==> src/rtl/if_pkg.sv <==
// if_pkg: shared types and constants for the instruction prefetcher.
//   IF_XLEN          - width of the fields held in each queue entry
//   RESET_PC_DEFAULT - default fetch address after reset
//   fetch_entry_t    - one queue slot: fetch PC, returned instruction, filled flag
package if_pkg;
    localparam int IF_XLEN = 32;
    localparam logic [IF_XLEN-1:0] RESET_PC_DEFAULT = 32'h0;
    typedef struct packed {
        logic [IF_XLEN-1:0] pc;
        logic [IF_XLEN-1:0] inst;
        logic               filled;
    } fetch_entry_t;
endpackage

==> src/rtl/fetch_queue.sv <==
// fetch_queue: circular buffer of reserved/filled fetch entries.
//   clk_i, rst_i   - clock, synchronous active-high reset
//   flush_i        - drop every entry (redirect)
//   reserve_i      - allocate tail entry for reserve_pc_i
//   fill_i         - write fill_data_i into the oldest unfilled entry
//   pop_i          - retire the head entry
//   head_o         - head entry contents
//   level_o        - reserved + filled entries
import if_pkg::*;
module fetch_queue #(
    parameter int XLEN  = 32,
    parameter int DEPTH = 4
) (
    input  logic                         clk_i,
    input  logic                         rst_i,
    input  logic                         flush_i,
    input  logic                         reserve_i,
    input  logic [XLEN-1:0]              reserve_pc_i,
    input  logic                         fill_i,
    input  logic [XLEN-1:0]              fill_data_i,
    input  logic                         pop_i,
    output fetch_entry_t                 head_o,
    output logic [$clog2(DEPTH+1)-1:0]   level_o
);
    localparam int PW = $clog2(DEPTH);
    localparam int LW = $clog2(DEPTH+1);
    fetch_entry_t    mem [DEPTH];
    logic [PW-1:0]   tail_ptr, fill_ptr, head_ptr;
    logic [LW-1:0]   count;
    // Reserve, fill and pop never target the same slot: reserve needs a free
    // slot, fill targets an unfilled one and pop a filled one.
    always_ff @(posedge clk_i) begin
        if (rst_i || flush_i) begin
            tail_ptr <= '0;
            fill_ptr <= '0;
            head_ptr <= '0;
            count    <= '0;
            for (int i = 0; i < DEPTH; i++) mem[i].filled <= 1'b0;
        end else begin
            if (reserve_i) begin
                mem[tail_ptr] <= '{pc: IF_XLEN'(reserve_pc_i), inst: '0, filled: 1'b0};
                tail_ptr      <= tail_ptr + PW'(1);
            end
            if (fill_i) begin
                mem[fill_ptr].inst   <= IF_XLEN'(fill_data_i);
                mem[fill_ptr].filled <= 1'b1;
                fill_ptr             <= fill_ptr + PW'(1);
            end
            if (pop_i) begin
                mem[head_ptr].filled <= 1'b0;
                head_ptr             <= head_ptr + PW'(1);
            end
            count <= count + LW'(reserve_i) - LW'(pop_i);
        end
    end
    assign head_o  = mem[head_ptr];
    assign level_o = count;
endmodule

==> src/rtl/if_prefetch.sv <==
// if_prefetch: instruction prefetch unit with request credits and redirect discard.
//   clk_i, rst_i                 - clock, synchronous active-high reset
//   redirect_i, redirect_pc_i    - flush queue and restart fetch at redirect_pc_i
//   imem_req_o, imem_addr_o      - fetch request and word-aligned address
//   imem_gnt_i                   - request accepted this cycle
//   imem_rvalid_i, imem_rdata_i  - in-order response
//   inst_valid_o, inst_ready_i   - head handshake to decode
//   inst_o, pc_o, pc4_o          - head instruction, PC and PC+4
//   level_o                      - occupied queue entries
import if_pkg::*;
module if_prefetch #(
    parameter int              XLEN     = 32,
    parameter int              DEPTH    = 4,
    parameter int              MAX_OUT  = 2,
    parameter logic [XLEN-1:0] RESET_PC = XLEN'(RESET_PC_DEFAULT)
) (
    input  logic                         clk_i,
    input  logic                         rst_i,
    input  logic                         redirect_i,
    input  logic [XLEN-1:0]              redirect_pc_i,
    output logic                         imem_req_o,
    output logic [XLEN-1:0]              imem_addr_o,
    input  logic                         imem_gnt_i,
    input  logic                         imem_rvalid_i,
    input  logic [XLEN-1:0]              imem_rdata_i,
    output logic                         inst_valid_o,
    input  logic                         inst_ready_i,
    output logic [XLEN-1:0]              inst_o,
    output logic [XLEN-1:0]              pc_o,
    output logic [XLEN-1:0]              pc4_o,
    output logic [$clog2(DEPTH+1)-1:0]   level_o
);
    localparam int LW = $clog2(DEPTH+1);
    localparam int OW = $clog2(MAX_OUT+1);
    logic [XLEN-1:0] fetch_pc;
    // outstanding counts every request in flight, including ones being discarded
    logic [OW-1:0]   outstanding, discard_cnt;
    logic            accept, rsp, fill, pop;
    fetch_entry_t    head;
    assign imem_req_o   = !rst_i && !redirect_i && level_o < LW'(DEPTH) && outstanding < OW'(MAX_OUT);
    assign imem_addr_o  = fetch_pc;
    assign accept       = imem_req_o && imem_gnt_i;
    assign rsp          = imem_rvalid_i && outstanding != '0;
    assign fill         = rsp && discard_cnt == '0;
    assign inst_valid_o = head.filled && !redirect_i;
    assign pop          = inst_valid_o && inst_ready_i;
    assign inst_o       = XLEN'(head.inst);
    assign pc_o         = XLEN'(head.pc);
    assign pc4_o        = pc_o + XLEN'(4);
    // On redirect everything still in flight after this cycle becomes stale,
    // which already includes any remaining discard backlog.
    always_ff @(posedge clk_i) begin
        if (rst_i) begin
            fetch_pc    <= RESET_PC;
            outstanding <= '0;
            discard_cnt <= '0;
        end else begin
            fetch_pc    <= redirect_i ? (redirect_pc_i & ~XLEN'(3)) : accept ? fetch_pc + XLEN'(4) : fetch_pc;
            outstanding <= outstanding + OW'(accept) - OW'(rsp);
            discard_cnt <= redirect_i ? outstanding - OW'(rsp) : (rsp && discard_cnt != '0) ? discard_cnt - OW'(1) : discard_cnt;
        end
    end
    fetch_queue #(.XLEN(XLEN), .DEPTH(DEPTH)) u_queue (
        .clk_i        (clk_i),
        .rst_i        (rst_i),
        .flush_i      (redirect_i),
        .reserve_i    (accept),
        .reserve_pc_i (fetch_pc),
        .fill_i       (fill),
        .fill_data_i  (imem_rdata_i),
        .pop_i        (pop),
        .head_o       (head),
        .level_o      (level_o)
    );
    // A response with nothing in flight is a memory-side protocol error.
    a_no_spurious_rvalid: assert property (@(posedge clk_i) disable iff (rst_i) imem_rvalid_i |-> outstanding != '0);
endmodule
==> config.mk <==
export PLATFORM = sky130hd
export DESIGN_NAME = if_prefetch
export DESIGN_NICKNAME = d
export VERILOG_FILES = /design/src/rtl/if_pkg.sv /design/src/rtl/fetch_queue.sv /design/src/rtl/if_prefetch.sv
export SDC_FILE = /design/constraint.sdc
export NUM_CORES = 1
export LEC_CHECK = 0
export ABC_AREA = 1
export ABC_CLOCK_PERIOD_IN_PS = 5400
export CORE_MARGIN = 3
export CORE_UTILIZATION = 55
export DETAILED_ROUTE_END_ITERATION = 10
export PLACE_DENSITY = 0.91
export SYNTH_ARGS = -nofsm -noshare
export SYNTH_HDL_FRONTEND = slang
export SYNTH_SLANG_ARGS = --single-unit
==> constraint.sdc <==
create_clock -name clk_i -period 5.4 [get_ports clk_i]
set_clock_uncertainty 0.05 [all_clocks]
set_input_delay 1.08 -clock clk_i [delete_from_list [all_inputs] [get_ports clk_i]]
set_output_delay 1.08 -clock clk_i [all_outputs]
set_load 0.05 [all_outputs]
==> results of run 1 <==
[metal layers]
metal  vias to the layer above  track usage [%]  share of wire, %
met5                         -                0             0.049
li1                       5787                -                 -
met1                      5760             34.4                38
met3                        83             3.89               9.6
met2                       656             45.0                50
met4                         2             7.68               2.0
[synthesized netlist by cell type, types with 14 or more instances]
| master | instances | area share (%) |
|---|---|---|
| a21oi_1 | 41 | 1.4 |
| buf_2 | 27 | 0.92 |
| clkbuf_1 | 27 | 0.69 |
| dfxtp_1 | 49 | 6.7 |
| edfxtp_1 | 248 | 51 |
| ha_1 | 16 | 1.4 |
| inv_1 | 161 | 4.1 |
| nand2_1 | 436 | 11 |
| nand2_2 | 14 | 0.60 |
| nand3_1 | 101 | 3.5 |
| nor2_1 | 288 | 7.4 |
| o21ai_0 | 101 | 3.5 |
| o22ai_1 | 34 | 1.5 |
| xor2_1 | 23 | 1.4 |
[cell families after synthesis]
family	synth area share, %
xor+xnor	1.50
other cells	0.0256
simple gates	24.7
flops	57.6
compound gates	7.37
buf+inv	7.37
fa+ha+maj	1.50
[layout make-up]
type | instances | area [sq um]
tap | 335 | 419
fill | 1898 | 8380
inverter | 168 | 636
clock inverter | 17 | 181
multi-input combinational | 1125 | 5170
timing repair buffer | 217 | 2120
clock buffer | 37 | 786
sequential | 297 | 8430
[per-stage QoR]
step	std cells	utilization, %	hold slack (ps)	cell area [sq um]
global route	2196	67.9	483	17700
CTS	2196	67.9	462	17700
global placement	2142	64.2	433	16800
floorplan	1667	-	412	14700
detailed placement	2142	64.2	453	16800
finish	2196	67.9	465	17700
[registers in the layout (all words and copies together) (netlist names), named ones only]
name and flops:
discard_cnt 2, u_queue.head_ptr 2, u_queue.mem 252, u_queue.tail_ptr 2
u_queue.fill_ptr 2, outstanding 2, imem_addr_o 30, u_queue.level_o 3
[final timing paths]
check | end | cells after the start | startpoint
setup / recovery | pc4_o[31] | 12 | register
hold / removal | u_queue.tail_ptr[0]$_SDFFE_PP0N_ | 2 | u_queue.tail_ptr[0]$_SDFFE_PP0N_
setup reg to reg | u_queue.level_o[2]$_SDFF_PP0_ | 15 | register
hold reg to reg | u_queue.tail_ptr[0]$_SDFFE_PP0N_ | 2 | u_queue.tail_ptr[0]$_SDFFE_PP0N_
[power by group through the flow]
stage	combinational [mW]	sequential (mW)	clock [mW]
final	0.802	2.61	2.04
after global placement	0.778	2.65	0
after CTS	0.800	2.60	2.05
after global routing	0.854	2.61	2.14
after floorplan	0.471	2.68	0
after detailed placement	0.795	2.65	0
[critical path, cell delays in order, from the launching register on]
cell and delay, ps:
dfxtp_4 720, buf_4 570, nor2_1 130, nor2_1 130, nand2_1 70, nand2_1 210, nand2_1 80, nor2_1 90
nand2_1 50, nor2_1 120, nand3_1 80, nand2_1 80, clkdlybuf4s50_1 820
==> reports/metrics.cfg, run 1 <==
[die]
die_w_microns = 169
die_area_sq_um = 28600
io_pins = 203
fp-row-count = 59
initial_core_util_pct = 56.0
dieHeight_microns = 169
placeableCoreArea_sq_um = 26100

[run_status]
outcome = completed

[placement]
place_ws_ps = 977
io_buffer_count = 194
place_congestion = 0.944
dp_hpwl_microns = 25100

[pwr]
ir_worst_vdd_mv = 0.235
clockPowerShare_pct = 37.4
power_mw = 5.45
pwr-share-comb_pct = 14.7
p_per_area_nw_per_um2 = 307
internal_power_mw = 3.98
power_leakage_nw = 7.20
seqPwrFrac_pct = 47.8
p_sw_share_pct = 27.0
switchingPower_mw = 1.47

[sta]
setup_tns_ps = 0
period_minus_slack_ps = 4840
slew_violations = 0
hold_viol_final = 0
max_slew_margin_pct = 53.9
rsz0062_at_grt = false
worstMarginPinSlew_ps = 688
fin_ws_ps = 559
setup_violations = 0
fin_crit_sh_pct = 89.6
fmax_ghz = 0.207

[drt]
viasPerCell = 5.60
drt-initial-drc-count = 1455
antenna_left = 0
wl_per_cell_microns = 17.7
drt-pass1-iter-count = 6
vias = 12288
wl_microns = 38800
drc = 0

[setup_path]
critPathMaxFanout = 56
r2r_slack_ps = 1870
required_ps = 4270
crit_type = register to output port
end_kind = output port
start_kind = register
critPathArrivalTime_ps = 3710

[clock_network]
htreeDepth = 1
clk_pin_slew_worst_paths_ps = 60
cts_max_path_buffers = 3
cts_hold_buf = 0
cts_buffers = 29
cts_tree = done
cts_resized = 0
clkLatencyLatePin_ps = 550
post-cts-setup-buffers = 0
cts.sinks = 297
cts_root_buf = clkbuf_16

[worst_hold_path]
hold_path_class = register to register

[grt]
grt_pass1_vias = 11944
grt_pass1_wl_microns = 59900
grt-ovfl-total = 0
grt_start_max_net_pins = 66
grt_antenna_before_repair = 1
grt_usage_pct = 26.0

[synthesis]
syn_area_per_cell_sq_um = 8.81
synth_cell_types = 44
ys_ff_latch = 297
synth_edf_count = 248
yosys_warnings = 0
synth_sequential_area_ratio_pct = 57.6
netlist_area_sq_um = 14600
async_flop_share_pct = 0
synth_cells = 1662
ys.flop_type = edfxtp_1

[flow_run]
drv_cap = 0

[finish]
nets = 1925
most-common-layout-cells = 436 x nand2_1, 287 x nor2_1, 248 x edfxtp_1, 193 x clkdlybuf4s50_1, 161 x inv_1
diodes = 0
area_growth_pct = 21.2
drive_above_1_share_pct = 5.91
final_common_cell = nand2_1

Note: power is estimated with default switching activity, not from simulation.
==> inputs of run 2 (changes only) <==
--- a/config.mk
+++ b/config.mk
@@ -6,11 +6,11 @@
 export NUM_CORES = 1
 export LEC_CHECK = 0
 export ABC_AREA = 1
-export ABC_CLOCK_PERIOD_IN_PS = 5400
 export CORE_MARGIN = 3
-export CORE_UTILIZATION = 55
+export CORE_UTILIZATION = 48
 export DETAILED_ROUTE_END_ITERATION = 10
-export PLACE_DENSITY = 0.91
+export PLACE_DENSITY = 0.83
 export SYNTH_ARGS = -nofsm -noshare
 export SYNTH_HDL_FRONTEND = slang
+export SYNTH_HIERARCHICAL = 1
 export SYNTH_SLANG_ARGS = --single-unit
==> run 2 against run 1 <==
  * Non-clock buffer count rose by 1
  * Sequential share of layout area increased by 2.2 points
  * Hold slack got worse by 25 ps
  * Routed wire length fell by 6.4%
  * Final cell count decreased by 7.4%
  * Sequential power increased by 2%
  * Utilization shrank 8.1 points
  * Clock power shrank 2%
  * Synthesized cell count fell by 13%
==> reports/metrics.cfg, run 2 <==
[synthesis]
synthSimpleGateAreaFrac_pct = 18.4
yosysMostFrequentCell = nor2_1
synth_cell_types = 43
synth_top_area_share_pct = 53.4
yosys_warnings = 6
synth_cells = 1439
synth_top_family_by_area = simple AND/OR/NAND/NOR gates
yosys.area.top_type = edfxtp_1
synth-xor-area-share_pct = 2.37
async_flop_share_pct = 0
synth_edf_count = 256
synth-compound-area-share_pct = 10.1
synth_common_cells = 312 x nor2_1, 256 x edfxtp_1, 178 x nand2_1, 123 x inv_1, 122 x o21ai_0
synth.area.mux_share_pct = 0
syn_area_per_cell_sq_um = 10.0
ys_ff_latch = 305
ys.flop_type = edfxtp_1
netlist_area_sq_um = 14400
synth_fa_ha_area_share_pct = 1.53
synth_area_leaders = edfxtp_1 53%, nor2_1 8.1%, dfxtp_1 6.8%, nand2_1 4.6%, o21ai_0 4.2%
synth_sequential_area_ratio_pct = 60.2

[grt]
grt_pass1_vias = 10643
grt_usage_pct = 21.9
grt_antenna_before_repair = 0
grt_pass1_wl_microns = 55100
grt-ovfl-total = 0
grt_start_max_net_pins = 77

[finish]
diodes = 0
largest_reg_flops = 260
drive_above_1_share_pct = 8.36
design_area_sq_um = 17400
most-common-layout-cells = 311 x nor2_1, 256 x edfxtp_1, 186 x clkdlybuf4s50_1, 178 x nand2_1, 123 x inv_1
fillers = 2358
stdcell_count = 2034
nets = 1714
final_common_cell = nor2_1
area_growth_pct = 21.1
top_register = u_queue/mem

[worst_hold_path]
hold_path_class = register to register
hold_end = u_queue/mem[3][0]$_SDFFE_PP0P_
hold_path.startpoint = u_queue/mem[3][0]$_SDFFE_PP0P_
hold_depth = 2

[clock_network]
htreeDepth = 1
clkLatencyLatePin_ps = 540
cts_buffers = 29
cts_root_buf = clkbuf_16
cts_max_path_buffers = 3
clk_pin_slew_worst_paths_ps = 60
cts_tree = done
cts_hold_buf = 0
post-cts-setup-buffers = 0
cts_resized = 0
cts.sinks = 305

[pwr]
clockPowerShare_pct = 38.3
pwr-share-comb_pct = 10.9
seqPwrFrac_pct = 50.8
internal_power_mw = 3.93
switchingPower_mw = 1.29
p_per_area_nw_per_um2 = 299
power_leakage_nw = 6.27
p_sw_share_pct = 24.7
ir_worst_vdd_mv = 0.217

[setup_path]
crit_path_max_incr_delay_ps = 820
start_kind = register
slowest_stage = clkdlybuf4s50_1
rr_endpoint = u_queue/level_o[2]$_SDFF_PP0_
crit_type = register to output port
end_kind = output port
required_ps = 4270
r2r_slack_ps = 2060
critPathMaxFanout = 65
worstRegToRegCells = 12
critPathArrivalTime_ps = 3960
path_cells = buf_4, o21ai_0, o22ai_1, nand2_1, nor2_1, nand4_1, xnor2_1, clkdlybuf4s50_1

[die]
initial_core_util_pct = 49.4
die_w_microns = 179
placeableCoreArea_sq_um = 29200
fp-row-count = 62
dieHeight_microns = 179
die_area_sq_um = 32100
io_pins = 203

[drt]
wl_per_cell_microns = 17.8
drc = 0
wl_microns = 36300
drt-initial-drc-count = 904
drt-pass1-iter-count = 5
antenna_left = 0
viasPerCell = 5.40
vias = 10987

[sta]
worstMarginPinSlew_ps = 736
rsz0062_at_grt = false
slew_violations = 0
hold_viol_final = 0
fmax_ghz = 0.196
max_slew_margin_pct = 50.9
timing.hold.ws_ps = 441
setup_tns_ps = 0
setup_violations = 0
period_minus_slack_ps = 5090
fin_crit_sh_pct = 94.3

[placement]
dp_hpwl_microns = 23100
dp_cells = 1980
place_congestion = 0.896
placed_area_sq_um = 16500
io_buffer_count = 198

[flow_run]
drv_cap = 0

[run_status]
outcome = completed

## run 2: layout make-up
type | count | area (sq um) | area share [%]
sequential | 305 | 8670 | 49.7
multi-input combinational | 940 | 4720 | 27.1
timing repair buffer | 218 | 2110 | 12.1
clock buffer | 42 | 815 | 4.67
inverter | 133 | 505 | 2.90
tap | 384 | 480 | 2.76
clock inverter | 12 | 133 | 0.761
## run 2: worst max path at each step
stage                     cells past startpoint                           end        from
after floorplan                               9  u_queue/mem[3][10]$_DFFE_PP_  redirect_i
after global placement                       10                     pc4_o[22]    register
after detailed placement                      8                     pc4_o[27]    register
after CTS                                    10                     pc4_o[22]    register
after global routing                          9                     pc4_o[25]    register
final                                         8                     pc4_o[27]    register
## run 2: through the flow
stage               utilization, %  power (mW)  worst slack, ps
floorplan                        -        3.05              594
CTS                           59.8        5.24              269
global route                  59.8        5.39             31.5
finish                        59.8        5.22              308
detailed placement            56.5        3.26              833
global placement              56.5        3.25              839
## run 2: critical path: cells and delay by family (launching register included)
family          cells  cell delay, ps
compound gates      2             750
flops               1             330
xor+xnor            1             170
simple gates        3             750
buf+inv             2            1390
## run 2: logic make-up after synthesis
group           count (synthesis)
fa+ha+maj                      17
buf+inv                       203
flops                         305
xor+xnor                       39
simple gates                  603
compound gates                271
other cells                     1
## run 2: power groups by stage
stage	Clock [mW]	Combinational [mW]	Sequential, mW
finish	2.00	0.568	2.65
detailed placement	0	0.565	2.70
CTS	2.02	0.569	2.65
global route	2.13	0.608	2.65
floorplan	0	0.322	2.73
global placement	0	0.555	2.70
## run 2: per-layer routing
layer / wire length, microns / track usage [%] / vias up
met5: 0 / 0 / -
met4: 877 / 7.41 / 0
met3: 2640 / 2.96 / 65
met2: 18300 / 37.7 / 430
met1: 14500 / 28.7 / 5251
li1: - / - / 5241
==> inputs of run 3 (changes only) <==
--- a/config.mk
+++ b/config.mk
@@ -6,6 +6,7 @@
 export NUM_CORES = 1
 export LEC_CHECK = 0
 export ABC_AREA = 1
+export CAP_MARGIN = 0
 export CORE_MARGIN = 3
 export CORE_UTILIZATION = 48
 export DETAILED_ROUTE_END_ITERATION = 10
==> results of run 3 <==
Final layout, timing and power as in run 2 (identical DEF).
